[config.mk]
export PLATFORM = sky130hd
export DESIGN_NAME = pi_sample_ctrl_flat
export DESIGN_NICKNAME = d
export VERILOG_FILES = /design/src/rtl/pi_pkg.sv /design/src/rtl/pi_sample_ctrl_if.sv /design/src/rtl/pi_lfsr.sv /design/src/rtl/pi_sample_ctrl.sv /design/src/flat_wrapper.sv
export SDC_FILE = /design/constraint.sdc
export NUM_CORES = 1
export LEC_CHECK = 0
export CAP_MARGIN = 20
export CELL_PAD_IN_SITES_DETAIL_PLACEMENT = 0
export CELL_PAD_IN_SITES_GLOBAL_PLACEMENT = 2
export CORE_ASPECT_RATIO = 2
export CORE_UTILIZATION = 34
export CTS_BUF_LIST = sky130_fd_sc_hd__clkbuf_4 sky130_fd_sc_hd__clkbuf_8 sky130_fd_sc_hd__clkbuf_16
export CTS_CLUSTER_DIAMETER = 50
export CTS_CLUSTER_SIZE = 8
export DETAILED_ROUTE_END_ITERATION = 10
export GPL_TIMING_DRIVEN = 0
export HOLD_SLACK_MARGIN = 0.03
export PLACE_DENSITY_LB_ADDON = 0.1
export SLEW_MARGIN = 0
export SYNTH_ARGS = -nofsm -noshare
export SYNTH_HDL_FRONTEND = slang
export SYNTH_SLANG_ARGS = --single-unit
[constraint.sdc]
create_clock -name clk -period 4.1 [get_ports clk]
set_clock_uncertainty 0.2 [all_clocks]
set_input_delay 0.615 -clock clk [delete_from_list [all_inputs] [get_ports clk]]
set_output_delay 0.615 -clock clk [all_outputs]
set_load 0.05 [all_outputs]
[src/rtl/pi_pkg.sv]
// Shared types and constants for the Monte Carlo pi sampling sequencer.
package pi_pkg;

   typedef enum logic [1:0] {
      IDLE,
      RUN,
      DRAIN,
      DONE
   } pi_state_e;

   localparam int unsigned PI_COORD_LIMIT = 100;
   localparam int unsigned PI_RADIUS_SQ   = 10000;

   // Feedback taps for x^16 + x^14 + x^13 + x^11 + 1 (state bits 15, 13, 12, 10)
   localparam logic [15:0] LFSR_TAPS    = 16'hB400;
   localparam logic [15:0] SEED_DEFAULT = 16'hACE1;

endpackage

[src/rtl/pi_sample_ctrl_if.sv]
// Point/result link between the sample sequencer and the in-circle comparator.
interface pi_sample_ctrl_if #(
   parameter int unsigned COORD_W = 10
);

   logic [COORD_W-1:0] comp_x;
   logic [COORD_W-1:0] comp_y;
   logic               in_circle;

   modport master (
      output comp_x,
      output comp_y,
      input  in_circle
   );

   modport slave (
      input  comp_x,
      input  comp_y,
      output in_circle
   );

endinterface

[src/rtl/pi_lfsr.sv]
// 16-bit Fibonacci LFSR, shifting left with feedback into bit 0; loadable.
module pi_lfsr
   import pi_pkg::*;
#(
   parameter logic [15:0] SEED_DEFAULT = pi_pkg::SEED_DEFAULT
) (
   input  logic        clk,
   input  logic        reset_n,
   input  logic        load,
   input  logic [15:0] load_val,
   input  logic        en,
   output logic [15:0] value
);

   always_ff @(posedge clk or negedge reset_n) begin
      if (!reset_n) begin
         value <= SEED_DEFAULT;
      end else if (load) begin
         value <= load_val;
      end else if (en) begin
         value <= {value[14:0], ^(value & LFSR_TAPS)};
      end
   end

endmodule

[src/rtl/pi_sample_ctrl.sv]
// Sequencer for the Monte Carlo pi estimator: issues random points, tallies hits.
// Optional PI_CTRL_REJECT_CNT_EN adds a saturating count of rejected candidates.
module pi_sample_ctrl
   import pi_pkg::*;
#(
   parameter int unsigned SAMPLE_W     = 16,
   parameter int unsigned COORD_W      = 10,
   parameter logic [15:0] SEED_DEFAULT = pi_pkg::SEED_DEFAULT
) (
   input  logic                clk,
   input  logic                reset_n,
   input  logic                start,
   input  logic                abort,
   input  logic [SAMPLE_W-1:0] num_samples,
   input  logic [15:0]         seed,
   pi_sample_ctrl_if.master    comp,
   output logic                busy,
   output logic                done,
   output logic [SAMPLE_W-1:0] hit_count,
   output logic [SAMPLE_W-1:0] total_count
`ifdef PI_CTRL_REJECT_CNT_EN
   ,
   output logic [SAMPLE_W+1:0] reject_count
`endif
);

   pi_state_e           state;
   logic [15:0]         lfsr;
   logic [15:0]         load_val;
   logic [1:0]          lfsr_unused;
   logic [6:0]          cand_x;
   logic [6:0]          cand_y;
   logic                accept;
   logic                start_go;
   logic                lfsr_en;
   logic                issue_q;
   logic [SAMPLE_W-1:0] num_q;

   always_comb begin
      cand_x      = lfsr[6:0];
      cand_y      = lfsr[13:7];
      lfsr_unused = lfsr[15:14];
      accept      = (cand_x < 7'(PI_COORD_LIMIT)) && (cand_y < 7'(PI_COORD_LIMIT));
      start_go    = (state == IDLE) && start && !abort;
      lfsr_en     = (state == RUN);
      load_val    = (seed == '0) ? SEED_DEFAULT : seed;
   end

   pi_lfsr #(
      .SEED_DEFAULT (SEED_DEFAULT)
   ) u_lfsr (
      .clk      (clk),
      .reset_n  (reset_n),
      .load     (start_go),
      .load_val (load_val),
      .en       (lfsr_en),
      .value    (lfsr)
   );

   // in_circle answers the point presented while issue_q is high; an abort
   // on that edge discards it so the counts stay at their partial values.
   always_ff @(posedge clk or negedge reset_n) begin
      if (!reset_n) begin
         state       <= IDLE;
         busy        <= 1'b0;
         done        <= 1'b0;
         hit_count   <= '0;
         total_count <= '0;
         comp.comp_x <= '0;
         comp.comp_y <= '0;
         issue_q     <= 1'b0;
         num_q       <= '0;
      end else begin
         done    <= 1'b0;
         issue_q <= 1'b0;
         case (state)
            IDLE: begin
               if (start_go) begin
                  num_q       <= num_samples;
                  hit_count   <= '0;
                  total_count <= '0;
                  if (num_samples != '0) begin
                     state <= RUN;
                     busy  <= 1'b1;
                  end else begin
                     state <= DONE;
                     done  <= 1'b1;
                  end
               end
            end
            RUN: begin
               if (abort) begin
                  state <= IDLE;
                  busy  <= 1'b0;
               end else begin
                  if (issue_q && comp.in_circle) begin
                     hit_count <= hit_count + 1'b1;
                  end
                  if (accept) begin
                     comp.comp_x <= COORD_W'(cand_x);
                     comp.comp_y <= COORD_W'(cand_y);
                     issue_q     <= 1'b1;
                     total_count <= total_count + 1'b1;
                     if (total_count == num_q - 1'b1) begin
                        state <= DRAIN;
                     end
                  end
               end
            end
            DRAIN: begin
               busy <= 1'b0;
               if (abort) begin
                  state <= IDLE;
               end else begin
                  if (issue_q && comp.in_circle) begin
                     hit_count <= hit_count + 1'b1;
                  end
                  state <= DONE;
                  done  <= 1'b1;
               end
            end
            DONE: begin
               state <= IDLE;
            end
            default: begin
               state <= IDLE;
               busy  <= 1'b0;
            end
         endcase
      end
   end

`ifdef PI_CTRL_REJECT_CNT_EN
   always_ff @(posedge clk or negedge reset_n) begin
      if (!reset_n) begin
         reject_count <= '0;
      end else if (start_go) begin
         reject_count <= '0;
      end else if ((state == RUN) && !abort && !accept && (reject_count != '1)) begin
         reject_count <= reject_count + 1'b1;
      end
   end
`endif

endmodule

[src/flat_wrapper.sv]
// flat-port wrapper written by rule: the top's interface ports become plain ports
module pi_sample_ctrl_flat import pi_pkg::*;
#(
   parameter int unsigned SAMPLE_W     = 16,
   parameter int unsigned COORD_W      = 10,
   parameter logic [15:0] SEED_DEFAULT = pi_pkg::SEED_DEFAULT
)
  (clk, reset_n, start, abort, num_samples, seed, busy, done, hit_count, total_count, comp_comp_x, comp_comp_y, comp_in_circle);
  pi_sample_ctrl_if #(.COORD_W(COORD_W)) comp_i ();
  input  logic clk;
  input  logic reset_n;
  input  logic start;
  input  logic abort;
  input  logic [SAMPLE_W-1:0] num_samples;
  input  logic [15:0] seed;
  output logic busy;
  output logic done;
  output logic [SAMPLE_W-1:0] hit_count;
  output logic [SAMPLE_W-1:0] total_count;
  output wire logic [$bits(comp_i.comp_x)-1:0] comp_comp_x;
  output wire logic [$bits(comp_i.comp_y)-1:0] comp_comp_y;
  input wire logic [$bits(comp_i.in_circle)-1:0] comp_in_circle;
  assign comp_comp_x = comp_i.comp_x;
  assign comp_comp_y = comp_i.comp_y;
  assign comp_i.in_circle = comp_in_circle;
  pi_sample_ctrl #(.SAMPLE_W(SAMPLE_W), .COORD_W(COORD_W), .SEED_DEFAULT(SEED_DEFAULT)) u_core (.clk(clk), .reset_n(reset_n), .start(start), .abort(abort), .num_samples(num_samples), .seed(seed), .comp(comp_i), .busy(busy), .done(done), .hit_count(hit_count), .total_count(total_count));
endmodule
== Yosys cells after proc, flatten, opt, wreduce, memory -nomap -nowiden ==
Cells that the tools add are included.
W data, S select, Z words.

* Bits in registers: 83
* Input bits: 37
* Output and inout bits: 54

* Add/sub/neg operators: 3
* $lt $le $gt $ge: 2
* Eq/ne operators: 13
* Multiplexer cells: 28
* Bitwise gates (word level): 1
* Reduce and logical (&&, ||, !) cells: 20

{| class="wikitable"
|+ Operators by type and width
! kind !! count
|-
| $mux W16 || 8
|-
| $pmux W16 S2 || 2
|-
| $add A16 B1 Y16 const B || 2
|-
| $eq A16 B16 Y1 || 1
|-
| $logic_not A16 Y1 || 1
|-
| $reduce_bool A16 Y1 || 1
|-
| $reduce_xor A16 Y1 || 1
|-
| $sub A16 B1 Y16 const B || 1
|-
| $lt A7 B7 Y1 const B || 2
|-
| $mux W2 || 6
|-
| $reduce_and A4 Y1 || 3
|-
| $mux W1 || 9
|-
| $ne A2 B2 Y1 const B || 4
|-
| $pmux W2 S4 || 1
|-
| $ne A2 B1 Y1 const B || 3
|-
| $reduce_and A3 Y1 || 2
|-
| $reduce_bool A2 Y1 || 3
|-
| $eq A2 B2 Y1 const B || 2
|-
| $logic_and A1 B1 Y1 || 4
|-
| $ne A3 B2 Y1 const B || 1
|-
| $ne A3 B3 Y1 const B || 1
|-
| $pmux W1 S3 || 1
|-
| $reduce_bool A3 Y1 || 1
|-
| $eq A2 B1 Y1 const B || 1
|-
| 6 further kinds || 6
|}

== Longest topological paths before layout ==
* Word-level depth: 6
* Gate-level depth with buffers: 10
* Gate-level depth less buffers: 9

== Hierarchy ==
Synthesis repeated with hierarchy kept, for this count alone.

* Cell total of the unflattened synthesis: 508
* Area, all modules: 4576.9 µm²

{| class="wikitable"
|+ Modules (own cells, without submodules)
! module !! instances !! cells an instance !! area an instance (µm²)
|-
| pi_sample_ctrl || 1 || 435 || 3786.1
|-
| pi_lfsr || 1 || 73 || 790.8
|}

== Worst setup path before layout ==
Ideal clock, no wire load.

* Kind: register to register
* Start: register u_core.num_q[0]
* End: register u_core.state[0]
* Setup time: 0.128 ns
* Data arrival time: 2.446 ns
* Data required time: 3.772 ns
* Setup slack: 1.326 ns
* Stages on the path, launching flop included: 10
* Clock period less this slack: 2.774 ns
* Path through: dfrtp_1 inv_1 ha_1 buf_2 or4b_4 nor4b_1 xnor2_1 nand4_1 o41ai_2 mux2_1

* Word-level cells in the longest chain between the ends: 4

{| class="wikitable"
|+ RTL lines
! element !! RTL line !! RTL
|-
| start: declaration || pi_sample_ctrl.sv:37 || <nowiki>logic [SAMPLE_W-1:0] num_q;</nowiki>
|-
| start signal: assignment || pi_sample_ctrl.sv:79 || <nowiki>num_q <= num_samples;</nowiki>
|-
| $sub A16 B1 Y16 || pi_sample_ctrl.sv:104 || <nowiki>if (total_count == num_q - 1'b1) begin</nowiki>
|-
| $eq A16 B16 Y1 || pi_sample_ctrl.sv:104 ||
|-
| $ne A3 B3 Y1 (no line) || - ||
|-
| $reduce_and A3 Y1 (no line) || - ||
|-
| end signal: assignment || pi_sample_ctrl.sv:105 || <nowiki>state <= DRAIN;</nowiki>
|-
| end signal: assignment || pi_sample_ctrl.sv:113 || <nowiki>state <= IDLE;</nowiki>
|-
| end signal: assignment || pi_sample_ctrl.sv:118 || <nowiki>state <= DONE;</nowiki>
|-
| end: declaration || pi_sample_ctrl.sv:27 || <nowiki>pi_state_e state;</nowiki>
|}

Every way passes these cells.
A chain may end at the register's enable or synchronous reset.

== Worst setup path after layout ==
Same ends and word-level chain as after synthesis.

==> impl_metrics.ini <==
[routing]
via_per_inst = 5.08
drt_pre_antenna_iters = 4
drt-total-wl_mm = 11.9
route.detailed.drc = 0
wl_per_cell_um = 16.8
vias = 3578
drt_iter0_drc = 174
antenna_left = 0

[critical_path]
path_delay_family = simple AND/OR/NAND/NOR gates
rr_startpoint = u_core.num_q[0]
end_kind = register
required_ns = 4.12
setup.worst_path.start = u_core.num_q[0]
critical_path_class = register to register
crit_buf_inv = 2
crit_path_cell_trace = inv_1, ha_1, buf_2, or4b_4, nor2_4, xnor2_1, nor4_2, nand4_1, o41ai_2, mux2_1
crit_path_max_fanout = 9
slowest_delay_ns = 0.55
start_kind = register
crit_path_top_delay_cell = or4b_4
cp_data_arrival_time_ns = 3.35

[sta]
slew_headroom_pct = 41.1
fmax_mhz = 301
worst_slew_pin_slew_ns = 0.876
finalCritPeriodShare_pct = 81.1
hold_viol = 0
rsz0062_at_grt = false
finalCriticalPeriod_ns = 3.33
setup_violations = 0
setup_tns_ns = 0
hold_ws_ns = 0.0612
final-max-slew-violation-count = 0

[placed_design]
dp_cells = 689
gp_congestion = 0.835
io_buffers = 84
hpwl_mm = 9.59

[die]
start_util_pct = 35.1
die_area_sq_um = 13500
die_h_um = 163
core_area_sq_um = 12600
rows = 58
die_x_um = 82.7
io_pins = 91

[grt]
grt_pass1_vias = 3676
antenna_found_initial = 0
grt_pass1_wl_mm = 19.0
grt_usage_pct = 19.2
grt-ovfl-total = 0
grt_max_degree = 46

[synthesis]
ys_types = 49
synth_area_leader_cell = dfrtp_1
ys_ff_latch = 83
yosys_most_used_dff = dfrtp_1
synth_area_leaders = dfrtp_1 (42%), mux2_2 (6.1%), xor2_1 (5.7%)
synth-edff-count = 0
yosys.area.top_type_share_pct = 42.4
synthCells = 449
ys_seq_area_share_pct = 47.1
ys_warn_count = 0
synth.avg_cell_area_sq_um = 9.86
synth-async-reset-ratio_pct = 100
synth_area_sq_um = 4430

[finish]
fin_util_pct = 46.0
diodes = 0
syn2layout_area_growth_pct = 31.1
fillers = 1258
layout-drive-gt1-share_pct = 11.5
multi_input_area_sq_um = 2190
fin_cells = 705
layout.nets = 595
regArea_sq_um = 2090

[clock_network]
clock_path_buffers = 2
clk_latency_ns = 0.34
cts_tree = built
cts.repair.resized = 0
clkSinkCount = 83
clockRootBuffer = clkbuf_16
h-tree-depth = 3
cts-buffers-inserted = 9
clk_pin_slew_ns = 0.06
cts_hold_buffers = 0
postCtsSetupRepairBufs = 0

[run]
maxCapViolCount = 0

[run_status]
status = finished clean

[hold_path]
hold_path_class = input port to asynchronous set/reset pin

[power]
ir_drop_mv = 0.435
finalPower_uw = 4160
p_per_area_nw_per_um2 = 717
p_leak_uw = 0.00244
==> synth_stat cells, types with 5 or more instances <==
master	instances
o31ai_1	5
mux2_2	24
dfstp_2	8
and2_1	5
ha_1	8
xor2_1	29
nor4_1	11
nand3_1	19
mux2i_1	17
nor2_1	48
clkbuf_1	14
dfrtp_1	75
a21oi_1	26
nand2_1	43
o21ai_0	20
buf_4	6
nor3_1	10
inv_1	11
xnor2_1	18
nand4_1	9
==> metal layers <==
layer / global-route usage, % / routed length, um / vias to the layer above / part of all wire [%]
li1: - / - / 1754 / -
met4: 8.54 / 397 / 0 / 3.3
met3: 3.02 / 326 / 20 / 2.7
met5: 0 / 0 / - / 0
met1: 19.0 / 4100 / 1719 / 35
met2: 37.1 / 7050 / 85 / 59
==> cell type report <==
cell class                 instances  share of cell area, %
clock buffer                      10                   4.01
buffer                            24                   2.09
multi-input combinational        335                   37.8
clock inverter                     6                   1.23
timing repair buffer              85                   14.9
tap                              150                   3.23
inverter                          12                  0.776
sequential                        83                   36.0
==> logic make-up (layout without fill, tap and decap cells) <==
logic type,after synthesis,after routing,synth area share (%)
AOI/OAI and AO/OA,64,64,8.48
xor gates and xnor gates,47,47,9.30
adders and majority gates,8,8,2.26
buffers and inverters,36,137,3.76
DFF,83,83,47.1
muxes,43,43,10.5
other,1,6,0.0847
and+or+nand+nor,167,167,18.5
==> stage by stage <==
stage	setup WS, ns	area [sq um]
after floorplan	1.33	4450
after global placement	-0.911	5470
after detailed placement	0.484	5500
after CTS	0.726	5800
after global routing	0.666	5800
final	0.773	5800
==> power by group <==
part	leakage [uW]	internal, uW	switching, uW
logic	0.00127	772	1120
clock network	0.000143	484	342
registers	0.00102	1130	308
==> placed cells by master (no fill, tap or decap), drive strengths merged, types with 8 or more instances in the layout <==
| cell type | netlist | layout |
|---|---|---|
| clkdlybuf4s50 | 0 | 83 |
| dfrtp | 75 | 75 |
| nor2 | 49 | 49 |
| nand2 | 43 | 43 |
| xor2 | 29 | 29 |
| a21oi | 26 | 26 |
| mux2 | 26 | 26 |
| clkbuf | 14 | 24 |
| o21ai | 22 | 22 |
| nand3 | 19 | 19 |
| xnor2 | 18 | 18 |
| mux2i | 17 | 17 |
| inv | 11 | 13 |
| nor4 | 13 | 13 |
| buf | 10 | 12 |
| nor3 | 11 | 11 |
| nand4 | 9 | 9 |
| ha | 8 | 8 |
| dfstp | 8 | 8 |
==> path summary, 6_finish.rpt <==
check	depth (start not counted)	slack [ns]	end
max in group asynchronous	2	2.97	u_core.u_lfsr.value[6]
hold reg to reg	2	0.28	u_core.comp.comp_y[0]
hold / removal	1	0.06	u_core.total_count[12]
setup / recovery	10	0.77	u_core.state[0]
setup reg to reg	10	0.77	u_core.state[0]
min in group clk	2	0.28	u_core.comp.comp_y[0]
==> sequential cells by signal, summed over array words and instances (netlist names) <==
name                 cells
u_core.num_q            16
u_core.u_lfsr.value     16
u_core.state             2
u_core.comp.comp_x       7
u_core.issue_q           1
u_core.comp.comp_y       7
u_core.done              1
u_core.hit_count        16
u_core.total_count      16
u_core.busy              1
==> worst reg2reg max path: stages (launching register included) <==
cell     delay (ns)
dfrtp_1        0.43
inv_1          0.08
ha_1           0.13
buf_2          0.20
or4b_4         0.55
nor2_4         0.11
xnor2_1        0.07
nor4_2         0.41
nand4_1        0.20
o41ai_2        0.48
mux2_1         0.37
(Power assumes the default switching activity.)
